==> config.mk <==
export PLATFORM = sky130hd
export DESIGN_NAME = video_mixer
export DESIGN_NICKNAME = d
export VERILOG_FILES = /design/src/rtl/video_mixer_pkg.sv /design/src/rtl/video_mixer_fade.sv /design/src/rtl/video_mixer.sv
export SDC_FILE = /design/constraint.sdc
export NUM_CORES = 1
export LEC_CHECK = 0
export CAP_MARGIN = 30
export CORE_ASPECT_RATIO = 0.75
export CORE_MARGIN = 2
export CORE_UTILIZATION = 55
export CTS_CLUSTER_DIAMETER = 80
export DETAILED_ROUTE_END_ITERATION = 10
export GPL_TIMING_DRIVEN = 0
export PLACE_DENSITY = 0.83
export SLEW_MARGIN = 10
export SYNTH_ARGS = -nofsm -noshare
export SYNTH_HDL_FRONTEND = slang
export SYNTH_HIERARCHICAL = 1
export SYNTH_SLANG_ARGS = --single-unit
==> constraint.sdc <==
create_clock -name clk -period 7.1 [get_ports clk]
set_input_delay 1.065 -clock clk [delete_from_list [all_inputs] [get_ports clk]]
set_output_delay 1.065 -clock clk [all_outputs]
set_load 0.05 [all_outputs]
==> src/rtl/video_mixer_pkg.sv <==
// Shared register map, layer enable bit positions and priority encodings
// for the three-layer video mixer.
package video_mixer_pkg;

  localparam logic [2:0] REG_ENABLE   = 3'd0;
  localparam logic [2:0] REG_PRIORITY = 3'd1;
  localparam logic [2:0] REG_BG_R     = 3'd2;
  localparam logic [2:0] REG_BG_G     = 3'd3;
  localparam logic [2:0] REG_BG_B     = 3'd4;
  localparam logic [2:0] REG_FADE     = 3'd5;
  localparam logic [2:0] REG_FRAME    = 3'd6;
  localparam logic [2:0] REG_STATUS   = 3'd7;

  localparam int EN_CHAR    = 0;
  localparam int EN_SPRITE  = 1;
  localparam int EN_TILEMAP = 2;

  typedef enum logic {
    PRIO_CHAR_FIRST   = 1'b0,
    PRIO_SPRITE_FIRST = 1'b1
  } prio_e;

  typedef struct packed {
    logic [7:0] r;
    logic [7:0] g;
    logic [7:0] b;
  } rgb_t;

  typedef struct packed {
    logic [2:0] en;
    prio_e      prio;
    rgb_t       bg;
    logic [2:0] fade;
  } regs_t;

  localparam regs_t REGS_RESET = '{en: 3'b111, prio: PRIO_CHAR_FIRST, bg: '0, fade: 3'd0};

endpackage

==> src/rtl/video_mixer_fade.sv <==
// One colour channel of the output stage: scales by (8 - fade)/8 and
// blanks to zero, with a registered result.
module video_mixer_fade (
  input  logic       clk,
  input  logic       reset_n,
  input  logic [7:0] c_i,
  input  logic [2:0] fade_i,
  input  logic       blank_i,
  output logic [7:0] c_o
);

  logic [3:0]  scale;
  logic [10:0] prod;
  logic [7:0]  c_d;
  logic [7:0]  c_q;

  assign scale = 4'd8 - {1'b0, fade_i};
  assign prod  = {3'b000, c_i} * {7'b0000000, scale};
  assign c_d   = blank_i ? 8'd0 : prod[10:3];

  always_ff @(posedge clk or negedge reset_n) begin
    if (!reset_n) c_q <= 8'd0;
    else          c_q <= c_d;
  end

  assign c_o = c_q;

endmodule

==> src/rtl/video_mixer.sv <==
// Three-layer priority video mixer with CPU-visible shadow registers that
// take effect at the start of vertical blanking, plus a fade stage.
module video_mixer
  import video_mixer_pkg::*;
(
  input  logic       clk,
  input  logic       reset_n,
  input  logic       hblank,
  input  logic       vblank,
  input  logic       hsync,
  input  logic       vsync,
  input  logic [7:0] char_r,
  input  logic [7:0] char_g,
  input  logic [7:0] char_b,
  input  logic       char_a,
  input  logic [7:0] sprite_r,
  input  logic [7:0] sprite_g,
  input  logic [7:0] sprite_b,
  input  logic       sprite_a,
  input  logic [7:0] tilemap_r,
  input  logic [7:0] tilemap_g,
  input  logic [7:0] tilemap_b,
  input  logic       tilemap_a,
  input  logic [2:0] addr,
  input  logic [7:0] data_in,
  input  logic       write,
  output logic [7:0] data_out,
  output logic [7:0] out_r,
  output logic [7:0] out_g,
  output logic [7:0] out_b,
  output logic       out_hblank,
  output logic       out_vblank,
  output logic       out_hsync,
  output logic       out_vsync
);

  regs_t      shadow_q, shadow_d;
  regs_t      active_q, active_d;
  logic [7:0] frame_q, frame_d;
  logic       vblank_last_q;
  logic       latch;
  rgb_t       col_p1_q, col_p1_d;
  logic [3:0] tim_p1_q, tim_p2_q;
  logic       char_ok, sprite_ok, tile_ok;

  // A write landing on the latch cycle is folded into shadow_d, so it is latched too.
  always_comb begin
    shadow_d = shadow_q;
    if (write) begin
      case (addr)
        REG_ENABLE:   shadow_d.en   = data_in[2:0];
        REG_PRIORITY: shadow_d.prio = prio_e'(data_in[0]);
        REG_BG_R:     shadow_d.bg.r = data_in;
        REG_BG_G:     shadow_d.bg.g = data_in;
        REG_BG_B:     shadow_d.bg.b = data_in;
        REG_FADE:     shadow_d.fade = data_in[2:0];
        default:      ;
      endcase
    end
  end

  assign latch    = vblank & ~vblank_last_q;
  assign active_d = latch ? shadow_d : active_q;
  assign frame_d  = frame_q + {7'd0, latch};

  always_ff @(posedge clk or negedge reset_n) begin
    if (!reset_n) begin
      shadow_q      <= REGS_RESET;
      active_q      <= REGS_RESET;
      frame_q       <= 8'd0;
      vblank_last_q <= 1'b0;
    end else begin
      shadow_q      <= shadow_d;
      active_q      <= active_d;
      frame_q       <= frame_d;
      vblank_last_q <= vblank;
    end
  end

  always_comb begin
    case (addr)
      REG_ENABLE:   data_out = {5'd0, shadow_q.en};
      REG_PRIORITY: data_out = {7'd0, shadow_q.prio};
      REG_BG_R:     data_out = shadow_q.bg.r;
      REG_BG_G:     data_out = shadow_q.bg.g;
      REG_BG_B:     data_out = shadow_q.bg.b;
      REG_FADE:     data_out = {5'd0, shadow_q.fade};
      REG_FRAME:    data_out = frame_q;
      REG_STATUS:   data_out = {6'd0, (shadow_q != active_q), vblank};
    endcase
  end

  assign char_ok   = active_q.en[EN_CHAR]    & char_a;
  assign sprite_ok = active_q.en[EN_SPRITE]  & sprite_a;
  assign tile_ok   = active_q.en[EN_TILEMAP] & tilemap_a;

  always_comb begin
    col_p1_d = active_q.bg;
    if (tile_ok)
      col_p1_d = '{r: tilemap_r, g: tilemap_g, b: tilemap_b};
    if (active_q.prio == PRIO_SPRITE_FIRST) begin
      if (char_ok)   col_p1_d = '{r: char_r, g: char_g, b: char_b};
      if (sprite_ok) col_p1_d = '{r: sprite_r, g: sprite_g, b: sprite_b};
    end else begin
      if (sprite_ok) col_p1_d = '{r: sprite_r, g: sprite_g, b: sprite_b};
      if (char_ok)   col_p1_d = '{r: char_r, g: char_g, b: char_b};
    end
  end

  // Stage 1: selected colour and timing
  always_ff @(posedge clk or negedge reset_n) begin
    if (!reset_n) begin
      col_p1_q <= '0;
      tim_p1_q <= 4'd0;
      tim_p2_q <= 4'd0;
    end else begin
      col_p1_q <= col_p1_d;
      tim_p1_q <= {hblank, vblank, hsync, vsync};
      tim_p2_q <= tim_p1_q;
    end
  end

  // Stage 2: fade and blanking, registered inside each channel scaler
  video_mixer_fade u_fade_r (
    .clk(clk), .reset_n(reset_n), .c_i(col_p1_q.r), .fade_i(active_q.fade),
    .blank_i(tim_p1_q[3] | tim_p1_q[2]), .c_o(out_r)
  );
  video_mixer_fade u_fade_g (
    .clk(clk), .reset_n(reset_n), .c_i(col_p1_q.g), .fade_i(active_q.fade),
    .blank_i(tim_p1_q[3] | tim_p1_q[2]), .c_o(out_g)
  );
  video_mixer_fade u_fade_b (
    .clk(clk), .reset_n(reset_n), .c_i(col_p1_q.b), .fade_i(active_q.fade),
    .blank_i(tim_p1_q[3] | tim_p1_q[2]), .c_o(out_b)
  );

  assign {out_hblank, out_vblank, out_hsync, out_vsync} = tim_p2_q;

endmodule

# After elaboration in Yosys (flattened, before gate mapping)
# Index checks and enable logic that the tools add are counted.
# Widths: inputs -> output; s select.
dict set report op_classes {
  n_addsub 2
  mul 3
  n_eq_ne 8
  mux 17
  bitwise_logic 6
  n_reduce_logical 1
}
# operator count
set op_table {}
lappend op_table {{$mux 24} 6}
lappend op_table {{$pmux 8 s8} 1}
lappend op_table {{$mux 8} 6}
lappend op_table {{$mul 8x4->11} 3}
lappend op_table {{$mux 31} 1}
lappend op_table {{$ne 31x31->1} 1}
lappend op_table {{$eq 3x3->1 const B} 4}
lappend op_table {{$add 8x1->8} 1}
lappend op_table {{$eq 3x2->1 const B} 2}
lappend op_table {{$mux 3} 2}
lappend op_table {{$and 1x1->1} 4}
lappend op_table {{$sub 4x3->4 const A} 1}
lappend op_table {{$eq 3x1->1 const B} 1}
lappend op_table {{$logic_not 3->1} 1}
lappend op_table {{$mux 1} 1}
lappend op_table {{$not 1->1} 1}
lappend op_table {{$or 1x1->1} 1}
dict set report totals {
  regBits 127
  out_inout_bits 36
  wordCells 59
}

# Longest topological paths before layout
dict set report depth {
  ltp_word 5
  ltp_mapped 14
  depth_no_buf 13
}

# Cells and area by module
# Netlist, hierarchy kept.
# mod n_inst cells_each area_each_um2
set by_module_without_submodules {}
lappend by_module_without_submodules {video_mixer 1 467 4845.9}
lappend by_module_without_submodules {video_mixer_fade 3 134 1182.4}

# Least setup slack after synthesis
# No wires, ideal clock.
dict set report synth_path {
  path_kind {reg2reg}
  from {reg active_q[1] (netlist bit)}
  to {reg u_fade_r.c_q[7] (netlist: u_fade_r/c_o[7])}
  setup_time_ns 0.125
  arrival_ns 3.558
  required_ns 6.975
  setup_slack_ns 3.417
  stages_incl_launch_ff 13
  period_less_slack_ns 3.683
  cell_sequence {dfrtp_1 -> inv_1 -> ha_1 -> xnor2_1 -> nand2_1 -> fa_1 -> fa_1 -> inv_1 -> ha_1 -> and3_1 -> and2_2 -> a221oi_2 -> mux2_4}
}
dict set report synth_via {
  elab_chain_cells 3
}
# item line_no
set synth_rtl {}
lappend synth_rtl {{from (decl)} video_mixer.sv:38} ;# regs_t active_q, active_d;
lappend synth_rtl {{from (signal assigned)} video_mixer.sv:74} ;# active_q <= active_d;
lappend synth_rtl {{$sub 4x3->4} video_mixer_fade.sv:17} ;# assign scale = 4'd8 - {1'b0, fade_i};
lappend synth_rtl {{$mul 8x4->11} video_mixer_fade.sv:18} ;# assign prod = {3'b000, c_i} * {7'b0000000, scale};
lappend synth_rtl {{$mux 8} video_mixer_fade.sv:19} ;# assign c_d = blank_i ? 8'd0 : prod[10:3];
lappend synth_rtl {{named net u_fade_r.c_d[7]} video_mixer_fade.sv:14} ;# logic [7:0] c_d;
lappend synth_rtl {{to (signal assigned)} video_mixer_fade.sv:22} ;# if (!reset_n) c_q <= 8'd0;
lappend synth_rtl {{to (signal assigned)} video_mixer_fade.sv:23} ;# else c_q <= c_d;
lappend synth_rtl {{to (decl)} video_mixer_fade.sv:15} ;# logic [7:0] c_q;
# The timed path passes the listed nets, and every way through them passes these cells.
# A chain may end at the register's enable or synchronous reset.

# Worst setup path after layout
dict set report layout_path {
  from {in addr[2]}
  to {out data_out[1]}
}
dict set report layout_via {
  elab_chain_cells 2
  elab_cells_between_ends 9
}
# item line_no
set layout_rtl {}
lappend layout_rtl {{from (decl)} video_mixer.sv:24} ;# input logic [2:0] addr,
lappend layout_rtl {{$eq 3x3->1, or another cell as far along} video_mixer.sv:81} ;# case (addr)
lappend layout_rtl {{$pmux 8 s8 (*)} video_mixer.sv:81}
lappend layout_rtl {{to (decl)} video_mixer.sv:27} ;# output logic [7:0] data_out,
# Mark *: on every way between the ends. The rest lies on a longest branch, timed or not.

==> out/summary.md <==
• 388.0 nW/um^2 — power per cell area
• sky130_fd_sc_hd__clkdlybuf4s50_1 — Worst path slowest cell
• 677 — number of violations reported at the end of detailed-routing iteration 0
• 5.535 — average vias per placed instance
• 4 — number of buffers and inverters on the critical path
• 93 — pin count of the biggest net entering global routing
• sky130_fd_sc_hd__dfrtp_1 — commonest register cell after synthesis
• 0.42 ns — source-to-sink clock delay at the later pin of the worst-skew pair
• 48.36% — Max-Slew Margin vs Limit
• 0.7687 ns — Tightest Pin Transition
• buffers and inverters — gate family responsible for the most delay along the worst path
• 12 — R2R cell count
• 111.0 um — height of the die
• primary input — crit path launch type
• 63.57% — Tcrit/Tclk final
• 1,100 — filler cell count in the final layout
• 52 — distinct cell type count after synthesis
• 39 — Row Count
• 0 — number of instances resized during post-cts repair
• 8 — Levels on crit path
• 0 — number of antenna cells inserted
• 0.85 ns — delay contributed by the slowest stage of the critical path
• 0.007154 ns — largest clock skew in the final design
• 0.2129 mV — largest voltage drop on the vdd net
• 2.638 ns — Setup WS pre-CTS
• 1,186 — post-layout net count
• 4.998 nW — Static Leakage
• 2 — maximum clock insertion buffer count
• 127 — IO buf count
• 4 — CTS HTree Levels
• 0 — total global routing overflow
• 0 — hold-fix buffer count after cts
• sky130_fd_sc_hd__clkbuf_16 — CTS root buf
• 37.66% — share of synthesized area occupied by flip-flops and latches
• 21,420 um — final wirelength
• 0 — Hold Vio Cnt, Final
• 0 — Post CTS Setup Buffer Count
• 17 — Num CTS Buffers
• 4.514 ns — Period minus WS final
• sky130_fd_sc_hd__dfrtp_1 — cell accounting for the most synthesized area
• clkdlybuf4s50_1, buf_2, buf_2, nand3_1, o21ai_0, a21oi_1, o22ai_1, clkdlybuf4s50_1 — worst-path cell chain
• 0 — post-route ant nets
• 0 — number of enable flip-flop cells after synthesis
• output pin — Critical Path Sink Type
• false — setup repair after global routing missed its margin
• 10 — crit-path max FO
• 0 ns — setup tns final
• 3.45 ns — arrival time at the worst endpoint
• 8393 sq um — mapped cell area
• 2.586 ns — post-layout worst setup margin
• 146.6 um — DIE WIDTH
• in -> out — worst setup path class
• 2.76 ns — setup slack of the most critical reg-to-reg path
• 6.03 ns — required time of the worst setup path
• 16,270 sq um — total die area
• 26.00% — Synth-to-Final Area Change
• 0 — Final setup violation count
• 0 — number of antenna violations at the first check in global routing
• 1,202 — Inst Count DP
• 6,980 — vias in the first global route
• 6,830 — vias post-DR
• 13.99% — share of post-route cells with drive strength above 1
• 100.0% — Async S/R FF share, synth
• 15,080 sq um — placeable core region
• 55.66% — starting utilization of the core area
• 129 — number of primary I/O pins
• 1,234 — number of standard cells in the layout, taps in and fillers out
• 126 — number of storage elements in the synthesis netlist
• 0 — DRC violations left
• 35,100 um — global-route wire length before repair
• 27.64% — Total GRT Usage
• 126 — number of sinks on the clock net
• 5 — number of search-and-repair iterations in the first detailed-routing pass
• 35.78% — top-area cell type share of the netlist area
• finished clean — run status
• 0 — pins over their slew limit
• 869 — synthesized netlist cell count
• 6 — number of warnings issued by yosys
• 9.658 sq um — Syn Area/Cell
• sky130_fd_sc_hd__dfrtp_1 (36%), sky130_fd_sc_hd__nand2_1 (8.8%), sky130_fd_sc_hd__fa_1 (8.6%) — top area cells in the synthesized netlist
• 16,240 um — half-perimeter wire length after detailed placement
• 0 — Hold Path Stages
• 0.06 ns — clock-pin slew reported for the worst setup and hold paths after clock tree synthesis
• 221.5 MHz — Max Freq
• done — CTS tree
• reg -> reg — worst min path class
• 0.9380 — RD Place Congestion
• 17.36 um — wire length per cell
• 0 — max-cap violations
• 1,039 — Synthesized Nets
==> kinds of logic (layout without fill, tap and decap cells) <==
logic type	after synthesis	after routing	synth area share, %
flip-flops	126	126	37.66
buffers and inverters	101	261	5.233
multiplexers	53	53	7.066
AND/OR/NAND/NOR	374	374	21.50
adder cells (fa/ha/maj)	77	77	14.70
XOR/XNOR	52	52	5.426
AO/OA/AOI/OAI	86	86	8.423
==> synth_stat cells (3+ instances only) <==
cell type,count
sky130_fd_sc_hd__clkbuf_1,10
sky130_fd_sc_hd__nand2_1,197
sky130_fd_sc_hd__xor2_1,24
sky130_fd_sc_hd__a31oi_1,6
sky130_fd_sc_hd__o221a_2,24
sky130_fd_sc_hd__xnor2_1,28
sky130_fd_sc_hd__a21boi_0,3
sky130_fd_sc_hd__dfstp_2,6
sky130_fd_sc_hd__buf_1,3
sky130_fd_sc_hd__dfrtp_1,120
sky130_fd_sc_hd__nand3_1,41
sky130_fd_sc_hd__or3_1,3
sky130_fd_sc_hd__a221oi_2,3
sky130_fd_sc_hd__o21bai_1,3
sky130_fd_sc_hd__and2_1,37
sky130_fd_sc_hd__nand4_1,7
sky130_fd_sc_hd__and3_1,6
sky130_fd_sc_hd__o21ai_2,3
sky130_fd_sc_hd__o22ai_1,10
sky130_fd_sc_hd__nor2_1,31
sky130_fd_sc_hd__nand2b_1,5
sky130_fd_sc_hd__mux2i_1,12
sky130_fd_sc_hd__a311oi_1,3
sky130_fd_sc_hd__a21oi_1,15
sky130_fd_sc_hd__nor3b_1,3
sky130_fd_sc_hd__nor4b_4,3
sky130_fd_sc_hd__mux2_4,3
sky130_fd_sc_hd__inv_1,72
sky130_fd_sc_hd__nor4_1,7
sky130_fd_sc_hd__buf_6,6
sky130_fd_sc_hd__o211ai_1,5
sky130_fd_sc_hd__and2_2,9
sky130_fd_sc_hd__nor2b_1,12
sky130_fd_sc_hd__nor3_1,7
sky130_fd_sc_hd__mux2_2,37
sky130_fd_sc_hd__buf_2,9
sky130_fd_sc_hd__ha_1,41
sky130_fd_sc_hd__fa_1,36
sky130_fd_sc_hd__a21o_1,3
==> path summary, 6_finish.rpt <==
kind                              endpoint        start
setup / recovery               data_out[1]      addr[2]
hold / removal                 tim_p2_q[1]  tim_p1_q[1]
setup reg to reg           u_fade_r/c_o[6]  active_q[1]
hold reg to reg                tim_p2_q[1]  tim_p1_q[1]
max in group asynchronous     shadow_q[28]      reset_n
min in group asynchronous  u_fade_b/c_o[2]      reset_n
==> registers in the layout, summed over array words and instances, names as in the netlist <==
name / flops
shadow_q: 31
tim_p1_q: 4
u_fade_b/c_o: 8
u_fade_g/c_o: 8
tim_p2_q: 4
u_fade_r/c_o: 8
col_p1_q: 24
frame_q: 8
active_q: 31
==> stage by stage <==
| step | util, % | hold slack, ns | instance area (sq um) | total power [mW] |
|---|---|---|---|---|
| 5_1_grt | 70.14 | 0.3615 | 10580 | 4.403 |
| 4_1_cts | 70.14 | 0.3553 | 10580 | 4.088 |
| 3_3_place_gp | 65.80 | 0.3321 | 9921 | 3.065 |
| 2_1_floorplan | - | 0.3312 | 8393 | 2.585 |
| 6_report | 70.14 | 0.3516 | 10580 | 4.103 |
| 3_5_place_dp | 65.99 | 0.3425 | 9950 | 3.143 |
==> worst register-to-register path, cell delays in order, from the launching register on <==
cell,delay [ns]
sky130_fd_sc_hd__dfrtp_1,0.77
sky130_fd_sc_hd__inv_1,0.11
sky130_fd_sc_hd__ha_1,0.22
sky130_fd_sc_hd__xnor2_1,0.50
sky130_fd_sc_hd__nand2_1,0.17
sky130_fd_sc_hd__fa_1,0.50
sky130_fd_sc_hd__fa_1,0.49
sky130_fd_sc_hd__inv_1,0.04
sky130_fd_sc_hd__ha_1,0.36
sky130_fd_sc_hd__a21oi_1,0.23
sky130_fd_sc_hd__a21oi_1,0.11
sky130_fd_sc_hd__a311oi_1,0.34
sky130_fd_sc_hd__mux2_2,0.39
==> report_power, final <==
group / switching (mW) / total (mW) / internal, mW
combinational: 1.21 / 2.10 / 0.886
clock: 0.330 / 0.914 / 0.583
sequential: 0.181 / 1.09 / 0.909
total: 1.73 / 4.10 / 2.38
==> cell usage in the layout, fill, tap and decap left out, types with 15 or more instances in the layout <==
master	n
sky130_fd_sc_hd__nand2_1	197
sky130_fd_sc_hd__clkdlybuf4s50_1	126
sky130_fd_sc_hd__dfrtp_1	120
sky130_fd_sc_hd__inv_1	72
sky130_fd_sc_hd__nand3_1	41
sky130_fd_sc_hd__ha_1	41
sky130_fd_sc_hd__mux2_2	37
sky130_fd_sc_hd__and2_1	37
sky130_fd_sc_hd__fa_1	36
sky130_fd_sc_hd__nor2_1	31
sky130_fd_sc_hd__xnor2_1	28
sky130_fd_sc_hd__xor2_1	24
sky130_fd_sc_hd__o221a_2	24
sky130_fd_sc_hd__clkbuf_16	17
sky130_fd_sc_hd__a21oi_1	15
==> area by class of cell <==
class                           instances  area [sq um]  share of cell area [%]
Sequential cell                       126          3161                   29.89
Buffer                                 29         168.9                   1.597
Multi-Input combinational cell        642          4793                   45.33
Clock inverter                         11         155.1                   1.467
Clock buffer                           21         470.5                   4.449
Tap cell                              205         256.5                   2.425
Inverter                               72         270.3                   2.556
Timing Repair Buffer                  128          1300                   12.29
==> metal layers <==
layer / share of wire, % / global-route usage (%) / routed length, um / vias up
met1: 44 / 36.75 / 9318 / 3326
met4: 3.0 / 11.00 / 633 / 0
met3: 6.7 / 6.461 / 1439 / 48
met2: 47 / 44.13 / 10030 / 247
met5: 0 / 0 / 0 / -
li1: - / - / - / 3209
(Power assumes the default switching activity.)
